**src/rtl/mem_map_pkg.sv**
```systemverilog
// mem_map_pkg
// Shared definitions for the memory-map controller:
//   - state_t        : controller FSM states (IDLE, ACCESS, RESP)
//   - DEF_N_SLV      : number of slave regions in the default map
//   - DEF_SLV_BASE   : packed default region bases, slave i at [i*32 +: 32]
//   - DEF_SLV_MASK   : packed default region masks (1 = compared, 0 = offset)
//   - SLV_*          : slave index of each default region
// The ROM sits on the instruction side and is not a data-port slave; its base
// is kept here so the whole system map lives in one place.
package mem_map_pkg;

    typedef enum logic [1:0] {
        ST_IDLE   = 2'd0,
        ST_ACCESS = 2'd1,
        ST_RESP   = 2'd2
    } state_t;

    localparam int DEF_N_SLV = 6;

    localparam int SLV_DRAM     = 0;
    localparam int SLV_STACK    = 1;
    localparam int SLV_GPIO_OUT = 2;
    localparam int SLV_GPIO_IN  = 3;
    localparam int SLV_UART_RX  = 4;
    localparam int SLV_UART_TX  = 5;

    localparam logic [31:0] ROM_BASE      = 32'h0040_0000;
    localparam logic [31:0] DRAM_BASE     = 32'h1001_0000;
    localparam logic [31:0] GPIO_OUT_BASE = 32'h1001_0024;
    localparam logic [31:0] GPIO_IN_BASE  = 32'h1001_0028;
    localparam logic [31:0] UART_RX_BASE  = 32'h1001_002C;
    localparam logic [31:0] UART_TX_BASE  = 32'h1001_0030;
    localparam logic [31:0] STACK_BASE    = 32'h7FFF_0000;

    // Data RAM is kept to the 32 bytes below the GPIO block so it does not
    // shadow the peripherals. UART TX decodes a 64-byte window so its slave
    // sees the low address bits (0x30 for its own register); the lower-index
    // regions win the overlapping addresses.
    localparam logic [31:0] DRAM_MASK     = 32'hFFFF_FFE0;
    localparam logic [31:0] STACK_MASK    = 32'hFFFF_0000;
    localparam logic [31:0] GPIO_OUT_MASK = 32'hFFFF_FFFC;
    localparam logic [31:0] GPIO_IN_MASK  = 32'hFFFF_FFFC;
    localparam logic [31:0] UART_RX_MASK  = 32'hFFFF_FFFC;
    localparam logic [31:0] UART_TX_MASK  = 32'hFFFF_FFC0;

    localparam logic [DEF_N_SLV*32-1:0] DEF_SLV_BASE = {
        UART_TX_BASE, UART_RX_BASE, GPIO_IN_BASE,
        GPIO_OUT_BASE, STACK_BASE, DRAM_BASE
    };

    localparam logic [DEF_N_SLV*32-1:0] DEF_SLV_MASK = {
        UART_TX_MASK, UART_RX_MASK, GPIO_IN_MASK,
        GPIO_OUT_MASK, STACK_MASK, DRAM_MASK
    };

endpackage

```
**src/rtl/mem_region_decoder.sv**
```systemverilog
// mem_region_decoder
// Combinational base/mask address decoder with fixed priority.
//   addr    in  ADDR_W  byte address to decode
//   hit_vec out N_SLV   one-hot hit, lowest matching region index wins
//   hit     out 1       any region matched
module mem_region_decoder #(
    parameter int                        ADDR_W   = 32,
    parameter int                        N_SLV    = 6,
    parameter logic [N_SLV*ADDR_W-1:0]   SLV_BASE = '0,
    parameter logic [N_SLV*ADDR_W-1:0]   SLV_MASK = '0
) (
    input  logic [ADDR_W-1:0] addr,
    output logic [N_SLV-1:0]  hit_vec,
    output logic              hit
);

    always_comb begin
        hit_vec = '0;
        hit     = 1'b0;
        // Ascending scan; once a region hits, higher indices are ignored.
        for (int i = 0; i < N_SLV; i++) begin
            if (!hit &&
                ((addr & SLV_MASK[i*ADDR_W +: ADDR_W]) ==
                 (SLV_BASE[i*ADDR_W +: ADDR_W] & SLV_MASK[i*ADDR_W +: ADDR_W]))) begin
                hit_vec[i] = 1'b1;
                hit        = 1'b1;
            end
        end
    end

endmodule

```
**src/rtl/mem_bus_ctrl.sv**
```systemverilog
// mem_bus_ctrl
// Handshaked memory-map controller between the core data port and the
// memory-mapped slaves. One request in flight: IDLE accepts, ACCESS waits for
// the selected slave's ack (or a timeout), RESP emits a one-cycle response.
//   clk, rst_n                     clock, asynchronous active-low reset
//   req_valid/req_ready            request handshake (ready only in IDLE)
//   req_we, req_addr, req_wdata    request payload
//   rsp_valid, rsp_rdata, rsp_err  one-cycle response, no backpressure
//   slv_sel, slv_we, slv_addr,     slave-side request, held through ACCESS
//   slv_wdata
//   slv_rdata, slv_ack             per-slave read data and completion
//   err_cnt                        saturating count of error responses
module mem_bus_ctrl
    import mem_map_pkg::*;
#(
    parameter int                      ADDR_W   = 32,
    parameter int                      DATA_W   = 32,
    parameter int                      N_SLV    = 6,
    parameter logic [N_SLV*ADDR_W-1:0] SLV_BASE = DEF_SLV_BASE,
    parameter logic [N_SLV*ADDR_W-1:0] SLV_MASK = DEF_SLV_MASK,
    parameter int                      TIMEOUT  = 16
) (
    input  logic                    clk,
    input  logic                    rst_n,
    input  logic                    req_valid,
    output logic                    req_ready,
    input  logic                    req_we,
    input  logic [ADDR_W-1:0]       req_addr,
    input  logic [DATA_W-1:0]       req_wdata,
    output logic                    rsp_valid,
    output logic [DATA_W-1:0]       rsp_rdata,
    output logic                    rsp_err,
    output logic [N_SLV-1:0]        slv_sel,
    output logic                    slv_we,
    output logic [ADDR_W-1:0]       slv_addr,
    output logic [DATA_W-1:0]       slv_wdata,
    input  logic [N_SLV*DATA_W-1:0] slv_rdata,
    input  logic [N_SLV-1:0]        slv_ack,
    output logic [7:0]              err_cnt
);

    localparam int CNT_W = (TIMEOUT == 0) ? 1 : $clog2(TIMEOUT + 1);

    function automatic logic [7:0] sat_inc8(input logic [7:0] v);
        return (v == 8'hFF) ? v : v + 8'd1;
    endfunction

    state_t            state_q;
    logic [CNT_W-1:0]  wait_q;
    logic [N_SLV-1:0]  hit_vec;
    logic              hit;
    logic [ADDR_W-1:0] sel_mask;
    logic [DATA_W-1:0] sel_rdata;
    logic              ack_sel;
    logic              timeout_hit;

    mem_region_decoder #(
        .ADDR_W   (ADDR_W),
        .N_SLV    (N_SLV),
        .SLV_BASE (SLV_BASE),
        .SLV_MASK (SLV_MASK)
    ) u_dec (
        .addr    (req_addr),
        .hit_vec (hit_vec),
        .hit     (hit)
    );

    // Mask of the region being decoded; hit_vec is one-hot so OR-ing is a mux.
    always_comb begin
        sel_mask = '0;
        for (int i = 0; i < N_SLV; i++) begin
            if (hit_vec[i]) sel_mask = sel_mask | SLV_MASK[i*ADDR_W +: ADDR_W];
        end
    end

    // Read data of the currently selected slave (one-hot OR mux).
    always_comb begin
        sel_rdata = '0;
        for (int i = 0; i < N_SLV; i++) begin
            if (slv_sel[i]) sel_rdata = sel_rdata | slv_rdata[i*DATA_W +: DATA_W];
        end
    end

    // Only the selected slave's ack counts; slv_sel is zero outside ACCESS.
    assign ack_sel     = |(slv_ack & slv_sel);
    // wait_q counts completed ACCESS cycles, so TIMEOUT-1 marks the last one.
    assign timeout_hit = (TIMEOUT != 0) && (wait_q == CNT_W'(TIMEOUT - 1));
    assign req_ready   = (state_q == ST_IDLE);

    always_ff @(posedge clk or negedge rst_n) begin
        if (!rst_n) begin
            state_q   <= ST_IDLE;
            wait_q    <= '0;
            rsp_valid <= 1'b0;
            rsp_rdata <= '0;
            rsp_err   <= 1'b0;
            slv_sel   <= '0;
            slv_we    <= 1'b0;
            slv_addr  <= '0;
            slv_wdata <= '0;
            err_cnt   <= '0;
        end else begin
            rsp_valid <= 1'b0;
            case (state_q)
                // Stage: request acceptance and decode capture
                ST_IDLE: begin
                    if (req_valid) begin
                        if (hit) begin
                            state_q   <= ST_ACCESS;
                            slv_sel   <= hit_vec;
                            slv_we    <= req_we;
                            slv_addr  <= req_addr & ~sel_mask;
                            slv_wdata <= req_wdata;
                        end else begin
                            state_q   <= ST_RESP;
                            rsp_valid <= 1'b1;
                            rsp_err   <= 1'b1;
                            rsp_rdata <= '0;
                        end
                    end
                end
                // Stage: slave access, waiting for ack or timeout
                ST_ACCESS: begin
                    if (ack_sel) begin
                        state_q   <= ST_RESP;
                        rsp_valid <= 1'b1;
                        rsp_err   <= 1'b0;
                        rsp_rdata <= slv_we ? '0 : sel_rdata;
                        slv_sel   <= '0;
                        slv_we    <= 1'b0;
                        wait_q    <= '0;
                    end else if (timeout_hit) begin
                        state_q   <= ST_RESP;
                        rsp_valid <= 1'b1;
                        rsp_err   <= 1'b1;
                        rsp_rdata <= '0;
                        slv_sel   <= '0;
                        slv_we    <= 1'b0;
                        wait_q    <= '0;
                    end else begin
                        wait_q    <= wait_q + 1'b1;
                    end
                end
                // Stage: response strobe
                ST_RESP: begin
                    state_q <= ST_IDLE;
                    if (rsp_err) err_cnt <= sat_inc8(err_cnt);
                end
                default: begin
                    state_q <= ST_IDLE;
                end
            endcase
        end
    end

endmodule
```
**config.mk**
```make
export PLATFORM = sky130hd
export DESIGN_NAME = mem_bus_ctrl
export DESIGN_NICKNAME = d
export VERILOG_FILES = /design/src/rtl/mem_map_pkg.sv /design/src/rtl/mem_region_decoder.sv /design/src/rtl/mem_bus_ctrl.sv
export SDC_FILE = /design/constraint.sdc
export NUM_CORES = 1
export LEC_CHECK = 0
export BUFFER_PORTS_ARGS = -buffer_cell sky130_fd_sc_hd__buf_4
export CORE_AREA = 2 2 146 148
export DETAILED_ROUTE_END_ITERATION = 8
export DIE_AREA = 0 0 148 150
export GPL_ROUTABILITY_DRIVEN = 0
export PLACE_DENSITY_LB_ADDON = 0.25
export SYNTH_ARGS = -nofsm -noshare
export SYNTH_HDL_FRONTEND = slang
export SYNTH_SLANG_ARGS = --single-unit
export TNS_END_PERCENT = 30
```
**constraint.sdc**
```tcl
create_clock -name clk -period 2 [get_ports clk]
set_input_delay 0.3 -clock clk [delete_from_list [all_inputs] [get_ports clk]]
set_output_delay 0.3 -clock clk [all_outputs]
set_load 0.01 [all_outputs]
```
==> flow_summary.yaml, run 1 <==
run_status:
  status: "complete, but fails checks"
  violations: "negative setup slack"
final_layout:
  fin_cells: 1166
  final_cell_area_um2: 9670
  utilization: 0.467
  fin_nets: 1142
  drive_gt1_frac: 0.555
  final_cell_mix: "buf_4, dfrtp_1, a22oi_1, nand3_1, a22o_1"
  synthToLayoutAreaGrowth_pct: 71.7
  final_common_cell: "buf_4"
critical_path:
  slowest_stage: "or4_4"
  worst-r2r-cell-count: 7
  endpoint: "slv_wdata[1]$_DFFE_PN0P_"
  worst-r2r-setup-slack_ps: 150
  crit_type: "in -> reg"
  required_ps: 2300
  crit_arrival_ps: 2310
  worstPathCellList: "buf_4 -> or4_4 -> or4_4 -> a21oi_4 -> buf_12 -> buf_12 -> mux2_2"
  end_kind: "register"
  timing.rr.end: "rsp_rdata[1]$_DFFE_PN0P_"
  slowest_delay_ps: 570
  rr_startpoint: "wait_q[0]$_DFFE_PN0P_"
  crit_path_start_kind: "input pin"
  crit_start: "req_addr[20]"
  critPathMaxFanout: 15
sta:
  grt_setup_unrepaired: "true"
  setup_slack_ps: -9.43
  fin_skew_ps: 12.8
  period_share: 1.00
  slew_headroom: 0.687
  hold_viol_final: 0
  layout_min_cycle_time_ps: 2010
  fmax_mhz: 498
  tightest_slew_ps: 469
  setup_viol: 4
  slew_violations: 0
place:
  dp_hpwl_mm: 17.4
  placedCellCount: 1121
  io_buffers: 379
  placed_cell_area_um2: 8930
floorplanning:
  rows: 53
  io_pins: 380
  core_area_um2: 20700
  die_w_um: 148
  fp.dieArea_um2: 22200
  initial_utilization: 0.272
  dieHeight_um: 150
pwr:
  cellLeakagePower_nw: 4.94
  ir_drop_v: 0.000524
  power.density_nw_per_um2: 639
global_routing:
  grt_max_degree: 55
  grt_pass1_wl_mm: 33.4
  grt_pass1_vias: 5817
  overflow: 0
  antenna_found_initial: 5
  grt_use_total: 0.198
synth:
  synth-seq-cells: 120
  yosys_warnings: 0
  syn_inst: 478
  synthArstFlopShare: 1.00
  synth_ff_type: "dfrtp_1"
  syn-num-nets: 746
  syn_avg_cell_area_um2: 11.8
  yosysUniqueCellTypes: 42
  syn_area_um2: 5630
  ys_seq_area_frac: 0.534
  synth-edff-count: 0
cts:
  clk-insertion-delay-late_ps: 420
  clock_sinks: 120
  clockBufferDepth: 2
  cts_root_buf: "clkbuf_16"
  cts_buffers: 17
  cts_tree: "yes"
  clkTransAtPathRegs_ps: 60
  htreeDepth: 4
detailed_routing:
  wl_mm: 23.0
  firstDrtPassIters: 4
  wl_per_cell_um: 19.7
  drc: 0
  drtIter0Drc: 246
  via_per_inst: 4.88
  vias: 5691
  antenna_left: 0
job:
  drv_cap: 0
worst_hold_path:
  hold_path_class: "in -> reg"
==> layer usage <==
metal / GRT usage / vias up / routed length, µm
met2: 0.313 / 281 / 11100
li1: - / 2647 / -
met4: 0.0924 / 0 / 591
met3: 0.0671 / 25 / 2070
met1: 0.245 / 2738 / 9240
met5: 0 / - / 0
==> registers in the layout, indices dropped and copies added, names as in the netlist <==
name,flops
state_q,2
rsp_rdata,32
rsp_valid,1
slv_sel,6
slv_wdata,32
rsp_err,1
wait_q,5
slv_we,1
err_cnt,8
slv_addr,32
==> worst min path at each step <==
stage | from | end | slack [ps] | cells after the start
after floorplan | rst_n | err_cnt[0]$_DFFE_PN0P_ | 4 | 0
after global placement | rst_n | rsp_err$_DFFE_PN0P_ | 150 | 1
after detailed placement | rst_n | rsp_err$_DFFE_PN0P_ | 140 | 1
after CTS | req_addr[1] | slv_addr[1]$_DFFE_PN0P_ | 70 | 2
after global routing | req_wdata[29] | slv_wdata[29]$_DFFE_PN0P_ | 80 | 2
final | req_wdata[27] | slv_wdata[27]$_DFFE_PN0P_ | 90 | 2
==> through the flow <==
step	TNS (ps)	total power [mW]	setup WS, ps	hold WS [ps]
final	-16.1	6.18	-9.43	92.8
after global routing	-514	6.45	-30.1	81.6
after CTS	-5.61	6.25	-3.13	73.1
after detailed placement	-43580	3.39	-484	144
after global placement	-38550	3.38	-431	147
after floorplan	-9380	2.75	-237	4.41
==> logic make-up after synthesis <==
logic type | Yosys count | synth area share
AO/OA/AOI/OAI | 152 | 0.214
XOR/XNOR | 8 | 0.0125
adder cells (fa/ha/maj) | 2 | 0.00445
buffers and inverters | 46 | 0.0391
flip-flops | 120 | 0.534
multiplexers | 49 | 0.0974
AND/OR/NAND/NOR | 101 | 0.0989
==> cell usage after synthesis (8+ instances only) <==
master,instances,share of area
clkbuf_1,27,0.018
a22o_1,32,0.050
dfrtp_1,120,0.53
mux2_2,27,0.054
nand2_1,11,0.0073
nand3_1,35,0.031
nand4_1,10,0.011
nor2b_1,17,0.019
a22oi_1,99,0.13
inv_1,8,0.0053
mux2_1,19,0.038
==> layout make-up <==
type	instances	area [µm²]
clock inverters	14	116
clock buffers	17	425
fillers	1995	11000
multi-input cells	312	2510
inverters	8	30.0
repair buffers	415	3220
flip-flops and latches	120	3000
well taps	275	344
diodes	5	12.5
==> power breakdown <==
group,leakage (nW),total [mW],switching [mW],internal [mW]
sequential,1.63,2.57,0.0841,2.49
combinational,3.06,0.774,0.280,0.494
clock,0.255,2.83,1.23,1.60
total,4.94,6.18,1.59,4.59
==> critical path, delay by kind of cell <==
family / cells / cell delay, ps
simple gates: 2 / 1100
buf+inv: 3 / 400
mux: 1 / 340
compound gates: 1 / 160
==> timing repair <==
item / CTS / global route
endpoints found under the setup margin: 35 / 46
hold buffers: 1 / 0
pin swaps: 2 / 5
cloned: 1 / 1
buffers inserted: 7 / 1
gates resized for setup: 5 / 17
hold endpoints to repair: 94 / 0
Note: power is estimated with default switching activity, not from simulation.
==> run 2, diff against run 1 <==
--- a/config.mk
+++ b/config.mk
@@ -10,7 +10,7 @@
 export DETAILED_ROUTE_END_ITERATION = 8
 export DIE_AREA = 0 0 148 150
 export GPL_ROUTABILITY_DRIVEN = 0
-export PLACE_DENSITY_LB_ADDON = 0.25
+export PLACE_DENSITY = 0.62
 export SYNTH_ARGS = -nofsm -noshare
 export SYNTH_HDL_FRONTEND = slang
 export SYNTH_SLANG_ARGS = --single-unit
==> run 2 against run 1 <==
The run still ends with negative setup slack left. Clock-buffer cell count is 3 higher. Utilization is 0.76 points higher. Clock power is 19% higher. Via count is 0.95% higher. Register-to-register slack hardly changed. First-iteration DRC count is 40% higher. Final area is 1.6% higher. Sequential power hardly changed. Wire length is 2.5% higher. Cell count is 0.34% lower. Worst setup slack worse by 21 ps.
==> flow_summary.yaml, run 2 (synthesized netlist as in run 1, its figures left out) <==
run_status:
  status: "complete, but fails checks"
  violations: "negative setup slack"
place:
  dp_hpwl_mm: 17.6
  placedCellCount: 1120
  io_buffers: 379
  placed_cell_area_um2: 8910
  dp_slack_ps: -598
global_routing:
  grt_use_total: 0.198
  overflow: 0
  antenna_found_initial: 0
  grt_pass1_wl_mm: 33.2
  grt_max_degree: 71
  grt_pass1_vias: 5817
final_layout:
  multi_input_area_um2: 2520
  fin_cells: 1162
  final_cell_mix: "buf_4, dfrtp_1, a22oi_1, nand3_1, a22o_1"
  synthToLayoutAreaGrowth_pct: 74.5
  fill_cells: 1933
  final_common_cell: "buf_4"
  seq_area_um2: 3000
  fin_nets: 1141
  final_cell_area_um2: 9820
  reg_top3: "rsp_rdata x32, slv_addr x32, slv_wdata x32"
  drive_gt1_frac: 0.559
  utilization: 0.475
detailed_routing:
  vias: 5745
  drtIter0Drc: 344
  firstDrtPassIters: 5
  antenna_left: 0
  drc: 0
  wl_mm: 23.6
  wl_per_cell_um: 20.3
  via_per_inst: 4.94
pwr:
  p_sw_mw: 1.55
  fin_total_pwr_mw: 6.74
  cellLeakagePower_nw: 5.01
  power.share.combinational: 0.116
  clockPowerShare: 0.502
  pwr-share-seq: 0.381
  swShare: 0.230
  ir_drop_v: 0.000532
  p_int_mw: 5.19
  power.density_nw_per_um2: 686
floorplanning:
  fp.dieArea_um2: 22200
  core_area_um2: 20700
  rows: 53
  die_w_um: 148
  io_pins: 380
  dieHeight_um: 150
  initial_utilization: 0.272
cts:
  clock_sinks: 120
  clkTransAtPathRegs_ps: 60
  clk-insertion-delay-late_ps: 420
  clockBufferDepth: 2
  cts_root_buf: "clkbuf_16"
  htreeDepth: 4
  cts_tree: "yes"
  cts_buffers: 17
critical_path:
  end_kind: "register"
  cp_top_family: "simple AND/OR/NAND/NOR gates"
  critPathMaxFanout: 13
  crit_type: "in -> reg"
  worstPathCellList: "buf_6 -> nor4_4 -> nand4_1 -> or4_4 -> a21oi_4 -> buf_12 -> buf_12 -> mux2_2"
  worst-r2r-cell-count: 7
  crit_arrival_ps: 2320
  rr_startpoint: "wait_q[0]$_DFFE_PN0P_"
  slowest_stage: "or4_4"
  slowest_delay_ps: 590
  required_ps: 2290
  worst-r2r-setup-slack_ps: 160
  critPathBufInv: 3
  timing.rr.end: "rsp_rdata[1]$_DFFE_PN0P_"
  crit_path_start_kind: "input pin"
  cp_common_cell: "buf_12"
sta:
  setup_slack_ps: -30.9
  layout_min_cycle_time_ps: 2030
  hold_viol_final: 0
  hold_ws_ps: 99.9
  fin_skew_ps: 10.9
  tightest_slew_ps: 471
  fmax_mhz: 492
  slew_headroom: 0.686
  slew_violations: 0
  period_share: 1.02
  grt_setup_unrepaired: "true"
  fin_tns_setup_ps: -481
  setup_viol: 30
worst_hold_path:
  holdPathStages: 2
  holdPathEnd: "slv_wdata[29]$_DFFE_PN0P_"
  hold_path_class: "in -> reg"
  worstHoldStart: "req_wdata[29]"
job:
  drv_cap: 0
-- run 2: layout make-up --
cell class,instances,area share
tap,275,0.0350
antenna,1,0.000255
timing repair buffer,414,0.333
sequential,120,0.306
inverter,8,0.00306
multi-input combinational,312,0.257
clock inverter,12,0.0191
clock buffer,20,0.0475
-- run 2: worst max-delay path by stage --
stage               slack (ps)    startpoint                        end  cells after the start
global placement          -530  req_addr[10]    slv_addr[3]$_DFFE_PN0P_                      8
finish                     -30  req_addr[10]   slv_wdata[6]$_DFFE_PN0P_                      8
CTS                        -30  req_addr[10]   slv_wdata[1]$_DFFE_PN0P_                      8
global route               -90  req_addr[10]  slv_wdata[24]$_DFFE_PN0P_                      8
floorplan                 -240  req_addr[20]   slv_addr[11]$_DFFE_PN0P_                      7
detailed placement        -600   req_addr[6]    slv_addr[3]$_DFFE_PN0P_                      8
-- run 2: worst register-to-register path, cell delays in order, from the launching register on --
cell      delay (ps)
dfrtp_1          420
ha_1             250
nand4b_1         100
nand4_1          180
and2_1           250
a31oi_4          180
buf_4            220
a22o_1           180
-- run 2: power by group through the flow --
stage / logic, mW / clock network (mW) / registers [mW]
6_report: 0.784 / 3.38 / 2.57
5_1_grt: 0.850 / 3.57 / 2.58
4_1_cts: 0.792 / 3.47 / 2.57
3_5_place_dp: 0.786 / 0 / 2.61
3_3_place_gp: 0.773 / 0 / 2.61
2_1_floorplan: 0.129 / 0 / 2.63
-- run 2: metal layers --
metal / track usage / vias to the layer above / routed length (µm) / share of wire
li1: - / 2655 / - / -
met3: 0.0701 / 38 / 2170 / 0.092
met4: 0.0629 / 0 / 550 / 0.023
met5: 0 / - / 0 / 0
met2: 0.328 / 294 / 11600 / 0.49
met1: 0.241 / 2758 / 9270 / 0.39
-- run 2: what timing repair did --
| action | in CTS | in global routing |
|---|---|---|
| pin swaps | 0 | 1 |
| hold endpoints to repair | 114 | 0 |
| hold buffers | 1 | 0 |
| gates cloned | 2 | 2 |
| setup buffers | 2 | 2 |
| gates resized for setup | 6 | 19 |
| endpoints found under the setup margin | 85 | 62 |
==> run 3, diff against run 2 <==
--- a/config.mk
+++ b/config.mk
@@ -7,6 +7,7 @@
 export LEC_CHECK = 0
 export BUFFER_PORTS_ARGS = -buffer_cell sky130_fd_sc_hd__buf_4
 export CORE_AREA = 2 2 146 148
+export CTS_CLUSTER_DIAMETER = 50
 export DETAILED_ROUTE_END_ITERATION = 8
 export DIE_AREA = 0 0 148 150
 export GPL_ROUTABILITY_DRIVEN = 0
==> constraint.sdc (replaced) <==
create_clock -name clk -period 2 [get_ports clk]
set_input_delay 0.2 -clock clk [delete_from_list [all_inputs] [get_ports clk]]
set_output_delay 0.2 -clock clk [all_outputs]
set_load 0.01 [all_outputs]
==> run 3 against run 2 <==
Worst hold slack got worse by 73 ps. Critical path depth shrank 2. Clock-buffer cell count is 2 lower. Via count is 3.0% higher. Power fell by 5.5%. Clock skew about the same. The run now ends clean.
==> flow_summary.yaml, run 3 (synthesized netlist as in run 1, its figures left out) <==
final_layout:
  synthToLayoutAreaGrowth_pct: 74.4
  drive_gt1_frac: 0.523
  fin_cells: 1184
  final_common_cell: "buf_4"
  final_cell_area_um2: 9820
  fin_nets: 1163
  final_cell_mix: "buf_4, dfrtp_1, a22oi_1, nand3_1, a22o_1"
  fill_cells: 1957
  reg_top3: "rsp_rdata x32, slv_addr x32, slv_wdata x32"
critical_path:
  critPathMaxFanout: 25
  required_ps: 2300
  crit_arrival_ps: 2240
  crit_type: "in -> reg"
  end_kind: "register"
  crit_path_start_kind: "input pin"
sta:
  hold_viol_final: 0
  slew_violations: 0
  fmax_mhz: 515
  setup_slack_ps: 57.9
  tightest_slew_ps: 528
  slew_headroom: 0.648
  period_share: 0.971
  grt_setup_unrepaired: "false"
  setup_viol: 0
  fin_skew_ps: 11.1
  layout_min_cycle_time_ps: 1940
cts:
  post_cts_buffers: 0
  cts_root_buf: "clkbuf_16"
  htreeDepth: 4
  cts_tree: "yes"
  clkTransAtPathRegs_ps: 60
  clock_sinks: 120
  clk-insertion-delay-late_ps: 420
  cts_buffers: 17
  clockBufferDepth: 2
detailed_routing:
  antenna_left: 0
  wl_per_cell_um: 20.0
  drtIter0Drc: 264
  via_per_inst: 5.00
  highest_layer: "met4"
  drc: 0
  met1Wirelength_mm: 9.47
  wl_mm: 23.6
  wl_met3_mm: 1.92
  wl_met2_mm: 11.4
  vias: 5919
  firstDrtPassIters: 5
floorplanning:
  fp.dieArea_um2: 22200
  rows: 53
  initial_utilization: 0.272
  core_area_um2: 20700
  dieHeight_um: 150
  die_w_um: 148
  io_pins: 380
place:
  io_buffers: 379
  placedCellCount: 1120
  dp_slack_ps: -527
  placed_cell_area_um2: 8910
  dp_hpwl_mm: 17.6
global_routing:
  overflow: 0
  grt_pass1_wl_mm: 34.1
  grt_use_total: 0.202
  grt_max_degree: 51
  antenna_found_initial: 1
  grt_pass1_vias: 6036
pwr:
  power.density_nw_per_um2: 648
  ir_drop_v: 0.000507
  cellLeakagePower_nw: 5.03
worst_hold_path:
  hold_path_class: "in -> reg"
job:
  drv_cap: 0
run_status:
  status: "complete, no violations"
[run 3: cell type report]
type / count / area (µm²) / area share
timing repair buffer: 436 / 3420 / 0.348
multi-input combinational: 312 / 2450 / 0.249
sequential: 120 / 3000 / 0.306
antenna: 1 / 2.50 / 0.000255
inverter: 8 / 30.0 / 0.00306
clock inverter: 14 / 140 / 0.0143
clock buffer: 18 / 429 / 0.0437
tap: 275 / 344 / 0.0350
[run 3: power by group]
group | leakage, nW | total, mW | switching [mW] | internal, mW
Clock | 0.274 | 2.97 | 1.23 | 1.74
Combinational | 3.13 | 0.824 | 0.295 | 0.529
Sequential | 1.63 | 2.57 | 0.0817 | 2.49
[run 3: worst paths after layout]
check / from / to / slack [ps] / depth (start not counted)
max in group asynchronous: rst_n / slv_wdata[10]$_DFFE_PN0P_ / 1040 / 3
setup / recovery: req_addr[20] / slv_wdata[30]$_DFFE_PN0P_ / 60 / 6
min in group asynchronous: rst_n / rsp_rdata[9]$_DFFE_PN0P_ / 310 / 2
hold / removal: req_wdata[7] / slv_wdata[7]$_DFFE_PN0P_ / 30 / 2
hold reg to reg: slv_addr[0]$_DFFE_PN0P_ / slv_addr[0]$_DFFE_PN0P_ / 490 / 1
setup reg to reg: wait_q[0]$_DFFE_PN0P_ / rsp_rdata[7]$_DFFE_PN0P_ / 200 / 7
[run 3: worst max-delay path, cell delays in order]
cell	delay, ps
buf_4	110
or4_1	530
or4_4	580
a21oi_4	210
clkbuf_16	250
mux2_1	340
[run 3: through the flow]
stage	util	setup TNS [ps]	hold slack [ps]	power, mW
finish	0.474	0	27.3	6.37
global route	0.474	0	0.831	6.64
CTS	0.473	0	0.0633	6.46
detailed placement	0.431	-45450	208	3.40
global placement	0.431	-37870	196	3.38
floorplan	-	-3720	-95.6	2.75
[run 3: metal layers]
layer / vias to the layer above / global-route usage
li1: 2683 / -
met4: 0 / 0.0971
met5: - / 0
met2: 305 / 0.330
met3: 45 / 0.0582
met1: 2886 / 0.246
[run 3: repair_timing]
item | 4_1_cts | 5_1_grt
cloned | 0 | 1
pin swaps | 1 | 0
resized for setup | 2 | 0
endpoints found under the setup margin | 48 | 42
endpoints found under the hold margin | 62 | 0
hold buffers | 30 | 0
